<file path="src/rtl/tour_cmd_seq.sv">
`timescale 1ns/1ps
// tour_cmd_seq: sits between the UART wrapper and cmd_proc.
// In IDLE it forwards UART commands untouched. During a tour it replays
// NUM_MOVES stored one-hot knight moves, turning each one into a vertical
// command followed by a horizontal command, each handshaked with cmd_proc.
// A UART command carrying ABORT_OP ends a running tour early.
module tour_cmd_seq #(
  parameter int         NUM_MOVES  = 24,
  parameter int         IDX_W      = 5,
  parameter bit         FANFARE_EN = 1'b1,
  parameter logic [3:0] MOVE_OP    = 4'h2,
  parameter logic [3:0] FAN_OP     = 4'h3,
  parameter logic [3:0] ABORT_OP   = 4'hF
) (
  input  logic             clk,
  input  logic             rst,
  input  logic             start_tour,
  input  logic [7:0]       move,
  input  logic [15:0]      cmd_UART,
  input  logic             cmd_rdy_UART,
  input  logic             clr_cmd_rdy,
  input  logic             send_resp,
  output logic [IDX_W-1:0] mv_indx,
  output logic [15:0]      cmd,
  output logic             cmd_rdy,
  output logic [7:0]       resp,
  output logic             uart_clr,
  output logic             tour_busy,
  output logic             tour_done
);

  localparam logic [7:0] HEAD_N    = 8'h00;
  localparam logic [7:0] HEAD_W    = 8'h3F;
  localparam logic [7:0] HEAD_S    = 8'h7F;
  localparam logic [7:0] HEAD_E    = 8'hBF;
  localparam logic [7:0] RESP_DONE = 8'hA5;
  localparam logic [7:0] RESP_BUSY = 8'h5A;
  localparam logic [IDX_W-1:0] LAST_IDX = IDX_W'(NUM_MOVES - 1);
  localparam logic [3:0] HORZ_OP = FANFARE_EN ? FAN_OP : MOVE_OP;

  typedef enum logic [2:0] {
    S_IDLE      = 3'd0,
    S_VERT      = 3'd1,
    S_VERT_WAIT = 3'd2,
    S_HORZ      = 3'd3,
    S_HORZ_WAIT = 3'd4
  } state_e;

  typedef struct packed {
    logic [7:0] vhead;
    logic [3:0] vsq;
    logic [7:0] hhead;
    logic [3:0] hsq;
  } move_dec_t;

  // Lowest set bit selects the knight move; an empty move gives two
  // zero-length commands that both head north.
  function automatic move_dec_t decode_move(input logic [7:0] mv);
    move_dec_t d;
    casez (mv)
      8'b???????1: d = '{HEAD_N, 4'd2, HEAD_W, 4'd1};
      8'b??????10: d = '{HEAD_N, 4'd2, HEAD_E, 4'd1};
      8'b?????100: d = '{HEAD_S, 4'd2, HEAD_W, 4'd1};
      8'b????1000: d = '{HEAD_S, 4'd2, HEAD_E, 4'd1};
      8'b???10000: d = '{HEAD_N, 4'd1, HEAD_W, 4'd2};
      8'b??100000: d = '{HEAD_N, 4'd1, HEAD_E, 4'd2};
      8'b?1000000: d = '{HEAD_S, 4'd1, HEAD_W, 4'd2};
      8'b10000000: d = '{HEAD_S, 4'd1, HEAD_E, 4'd2};
      default:     d = '{HEAD_N, 4'd0, HEAD_N, 4'd0};
    endcase
    return d;
  endfunction

  state_e           state_q, state_d;
  logic [IDX_W-1:0] mv_indx_q, mv_indx_d;
  logic             tour_done_q, tour_done_d;
  logic             uart_clr_q, uart_clr_d;

  move_dec_t        dec_s;
  logic [15:0]      vert_cmd_s;
  logic [15:0]      horz_cmd_s;
  logic             abort_s;
  logic             last_s;

  assign dec_s      = decode_move(move);
  assign vert_cmd_s = {MOVE_OP, dec_s.vhead, dec_s.vsq};
  assign horz_cmd_s = {HORZ_OP, dec_s.hhead, dec_s.hsq};
  assign abort_s    = cmd_rdy_UART && (cmd_UART[15:12] == ABORT_OP);
  assign last_s     = (mv_indx_q == LAST_IDX);

  assign mv_indx    = mv_indx_q;
  assign tour_done  = tour_done_q;
  assign uart_clr   = uart_clr_q;

  // Drive the cmd_proc-facing outputs from the current state.
  always_comb begin
    cmd       = cmd_UART;
    cmd_rdy   = cmd_rdy_UART;
    resp      = RESP_DONE;
    tour_busy = 1'b0;
    case (state_q)
      S_IDLE: begin
        cmd       = cmd_UART;
        cmd_rdy   = cmd_rdy_UART;
        resp      = RESP_DONE;
        tour_busy = 1'b0;
      end
      S_VERT: begin
        cmd       = vert_cmd_s;
        cmd_rdy   = 1'b1;
        resp      = RESP_BUSY;
        tour_busy = 1'b1;
      end
      S_VERT_WAIT: begin
        cmd       = vert_cmd_s;
        cmd_rdy   = 1'b0;
        resp      = RESP_BUSY;
        tour_busy = 1'b1;
      end
      S_HORZ: begin
        cmd       = horz_cmd_s;
        cmd_rdy   = 1'b1;
        resp      = RESP_BUSY;
        tour_busy = 1'b1;
      end
      S_HORZ_WAIT: begin
        cmd       = horz_cmd_s;
        cmd_rdy   = 1'b0;
        resp      = last_s ? RESP_DONE : RESP_BUSY;
        tour_busy = 1'b1;
      end
      default: begin
        cmd       = cmd_UART;
        cmd_rdy   = cmd_rdy_UART;
        resp      = RESP_DONE;
        tour_busy = 1'b0;
      end
    endcase
  end

  // Next-state logic: an abort outranks every handshake in a running tour.
  always_comb begin
    state_d     = state_q;
    mv_indx_d   = mv_indx_q;
    tour_done_d = 1'b0;
    uart_clr_d  = 1'b0;
    if ((state_q != S_IDLE) && abort_s) begin
      state_d    = S_IDLE;
      mv_indx_d  = '0;
      uart_clr_d = 1'b1;
    end else begin
      case (state_q)
        S_IDLE: begin
          if (start_tour) begin
            state_d   = S_VERT;
            mv_indx_d = '0;
          end else begin
            state_d = S_IDLE;
          end
        end
        S_VERT: begin
          if (clr_cmd_rdy) state_d = S_VERT_WAIT;
          else             state_d = S_VERT;
        end
        S_VERT_WAIT: begin
          if (send_resp) state_d = S_HORZ;
          else           state_d = S_VERT_WAIT;
        end
        S_HORZ: begin
          if (clr_cmd_rdy) state_d = S_HORZ_WAIT;
          else             state_d = S_HORZ;
        end
        S_HORZ_WAIT: begin
          if (send_resp) begin
            if (last_s) begin
              state_d     = S_IDLE;
              mv_indx_d   = '0;
              tour_done_d = 1'b1;
            end else begin
              state_d   = S_VERT;
              mv_indx_d = mv_indx_q + IDX_W'(1'b1);
            end
          end else begin
            state_d = S_HORZ_WAIT;
          end
        end
        default: begin
          state_d   = S_IDLE;
          mv_indx_d = '0;
        end
      endcase
    end
  end

  // State, move index and the two single-cycle pulses.
  always_ff @(posedge clk) begin
    if (rst) begin
      state_q     <= S_IDLE;
      mv_indx_q   <= '0;
      tour_done_q <= 1'b0;
      uart_clr_q  <= 1'b0;
    end else begin
      state_q     <= state_d;
      mv_indx_q   <= mv_indx_d;
      tour_done_q <= tour_done_d;
      uart_clr_q  <= uart_clr_d;
    end
  end

endmodule

</file>
<file path="config.mk">
export PLATFORM = sky130hd
export DESIGN_NAME = tour_cmd_seq
export DESIGN_NICKNAME = d
export VERILOG_FILES = /design/src/rtl/tour_cmd_seq.sv
export SDC_FILE = /design/constraint.sdc
export NUM_CORES = 1
export LEC_CHECK = 0
export BUFFER_PORTS_ARGS = -buffer_cell sky130_fd_sc_hd__buf_2
export CORE_MARGIN = 8
export CORE_UTILIZATION = 40
export CTS_CLUSTER_SIZE = 20
export DETAILED_ROUTE_END_ITERATION = 6
export PLACE_DENSITY = 0.85
export SLEW_MARGIN = 40
export SYNTH_ARGS = -nofsm -noshare
export SYNTH_HDL_FRONTEND = slang
export SYNTH_SLANG_ARGS = --single-unit
</file>
<file path="constraint.sdc">
create_clock -name clk -period 3 [get_ports clk]
set_clock_uncertainty 0.15 [all_clocks]
set_input_delay 0.6 -clock clk [delete_from_list [all_inputs] [get_ports clk]]
set_output_delay 0.6 -clock clk [all_outputs]
set_load 0.005 [all_outputs]
</file>
==> flow_metrics.env <==
export IMPL_utilization=0.542
export IMPL_crit_type="reg -> out"
export IMPL_power_share_combinational=0.447
export IMPL_grt_max_degree=18
export IMPL_grt_setup_unrepaired="false"
export IMPL_num_io_pins=63
export IMPL_finalPower_w=0.000494
export IMPL_first_iter_violations=49
export IMPL_p_seq_frac=0.303
export IMPL_worstMarginPinSlew_ns=0.458
export IMPL_ys_warn_count=0
export IMPL_fin_crit_ns=2.71
export IMPL_clkSinkCount=10
export IMPL_switching_share=0.343
export IMPL_clockBufferDepth=2
export IMPL_cp_end_kind="output pin"
export IMPL_portBuffers=62
export IMPL_die_w_um=65.1
export IMPL_startpoint_type="register"
export IMPL_final_cell_mix="buf_2, nor2_1, a21oi_1, dfxtp_1"
export IMPL_fillers=248
export IMPL_placed_area_um2=1260
export IMPL_num_rows=18
export IMPL_dp_hpwl_um=2350
export IMPL_antenna_found_initial=0
export IMPL_arrival_ns=1.96
export IMPL_timing_final_hold_violations=0
export IMPL_clk_pin_slew_ns=0.07
export IMPL_whs_path_depth=2
export IMPL_syn_num_nets=147
export IMPL_run_status="completed"
export IMPL_pwr_share_clk=0.250
export IMPL_fin_setup_tns_ns=0
export IMPL_holdBufCountCts=0
export IMPL_vias=1094
export IMPL_synth_compound_area_frac=0.334
export IMPL_grt_overflow=0
export IMPL_finalInstanceArea_um2=1290
export IMPL_yosysUniqueCellTypes=47
export IMPL_route_detailed_drc=0
export IMPL_wire_per_inst_um=14.2
export IMPL_rr_worst_depth=5
export IMPL_synth_simple_area_share=0.284
export IMPL_period_share=0.903
export IMPL_synth_top_family_by_area="compound AO/OA/AOI/OAI gates"
export IMPL_grt_pass1_wl_um=4600
export IMPL_ir_drop_v=0.000317
export IMPL_cts_inserted_buffers=3
export IMPL_clk_latency_ns=0.27
export IMPL_switchingPower_w=0.000170
export IMPL_drive_gt1_frac=0.491
export IMPL_start_util=0.405
export IMPL_cts_root_buf="clkbuf_4"
export IMPL_layout_nets=207
export IMPL_grt_pass1_vias=1023
export IMPL_place_congestion=0.923
export IMPL_die_h_um=65.1
export IMPL_routed_wl_um=2920
export IMPL_internal_power_w=0.000324
export IMPL_muxShareOfSynthArea=0.0117
export IMPL_synth_edf_count=0
export IMPL_synthXorXnorAreaFrac=0.0363
export IMPL_async_flop_share=0
export IMPL_syn_avg_cell_area_um2=8.33
export IMPL_synth_area_um2=966
export IMPL_h_tree_depth=1
export IMPL_slew_headroom=0.695
export IMPL_required_ns=2.25
export IMPL_cts_tree="built"
export IMPL_p_leak_nw=0.635
export IMPL_fmax_mhz=369
export IMPL_synthFlopType="dfxtp_1"
export IMPL_area_delta_synth_final_pct=33.9
export IMPL_critical_path_max_fanout=17
export IMPL_setup_viol=0
export IMPL_synthAdderAreaFrac=0.0130
export IMPL_drv_cap=0
export IMPL_antenna_left=0
export IMPL_power_density_nw_per_um2=382
export IMPL_viasPerCell=5.34
export IMPL_drv_slew=0
export IMPL_ys_seq_area_frac=0.207
export IMPL_layout_commonest_cell="buf_2"
export IMPL_core_area_um2=2390
export IMPL_synthCells=116
export IMPL_antenna_cells=0
export IMPL_grtUsageTotal=0.130
export IMPL_die_area_um2=4240
export IMPL_dr_pass1_iters=4
export IMPL_synth_seq_cells=10
export IMPL_holdCritPathClass="reg -> reg"
power by group through the flow:
stage / Clock, W / Combinational [W] / Sequential, W
2_1_floorplan: 0 / 0.000150 / 0.000146
3_3_place_gp: 0 / 0.000220 / 0.000152
3_5_place_dp: 0 / 0.000223 / 0.000152
4_1_cts: 0.000124 / 0.000224 / 0.000149
5_1_grt: 0.000131 / 0.000248 / 0.000150
6_report: 0.000124 / 0.000220 / 0.000150
routing by layer:
layer	wire (µm)	up-vias	track usage
met5	0	-	0
met1	1250	489	0.150
met2	1170	64	0.209
li1	-	534	-
met3	456	7	0.0595
met4	38	0	0.0409
registers in the layout (all words and copies together) (netlist names):
| signal | flops |
|---|---|
| tour_done | 1 |
| mv_indx | 5 |
| state_q | 3 |
| uart_clr | 1 |
cell type report:
| cell class | count | area [µm²] | area share |
|---|---|---|---|
| multi-input cells | 89 | 656 | 0.507 |
| inverters | 6 | 22.5 | 0.0174 |
| clock buffers | 4 | 36.3 | 0.0280 |
| flip-flops and latches | 10 | 201 | 0.156 |
| repair buffers | 66 | 340 | 0.263 |
| well taps | 30 | 37.5 | 0.0290 |
cell usage after synthesis (3+ instances only):
master    n  area, µm²
a21o_1    6       45.0
a21oi_1   9       45.0
a21oi_2   3       26.3
and2_1    5       31.3
buf_4     7       52.6
dfxtp_1  10        200
inv_1     6       22.5
nand2_1   6       22.5
nand3_1   4       20.0
nor2_1   11       41.3
nor2b_1   3       18.8
nor3_1    3       15.0
worst paths after layout:
check                                        startpoint                       to  slack, ns
worst max register to register    state_q[0]$_SDFF_PP0_  mv_indx[2]$_SDFFE_PP0P_       1.16
worst min register to register  mv_indx[1]$_SDFFE_PP0P_  mv_indx[1]$_SDFFE_PP0P_       0.37
worst min-delay path            mv_indx[1]$_SDFFE_PP0P_  mv_indx[1]$_SDFFE_PP0P_       0.37
worst max-delay path              state_q[1]$_SDFF_PP0_                   cmd[0]       0.29
kinds of logic (layout without fill, tap and decap cells):
| logic type | after synthesis | count (layout) |
|---|---|---|
| AND/OR/NAND/NOR | 46 | 46 |
| AO/OA/AOI/OAI | 37 | 37 |
| buffers and inverters | 17 | 76 |
| flip-flops | 10 | 10 |
| XOR/XNOR | 4 | 4 |
| adder cells (fa/ha/maj) | 1 | 1 |
| multiplexers | 1 | 1 |
worst max-delay path, cell delays in order, from the launching register on:
cell     delay (ns)
dfxtp_2        0.51
nor2b_2        0.26
a21oi_2        0.11
nor2b_1        0.15
buf_4          0.18
a221o_1        0.36
buf_2          0.13
through the flow:
stage / hold slack [ns] / instances / worst slack [ns]
floorplan: 0.343 / 116 / 0.597
global placement: 0.343 / 201 / 0.308
detailed placement: 0.358 / 201 / 0.294
CTS: 0.368 / 205 / 0.0874
global route: 0.401 / 205 / 0.185
finish: 0.370 / 205 / 0.291
what timing repair did:
action | 4_1_cts | 5_1_grt
gates resized for setup | 0 | 1
buffers inserted | 0 | 0
setup endpoints to repair | 0 | 1
(Power assumes the default switching activity.)
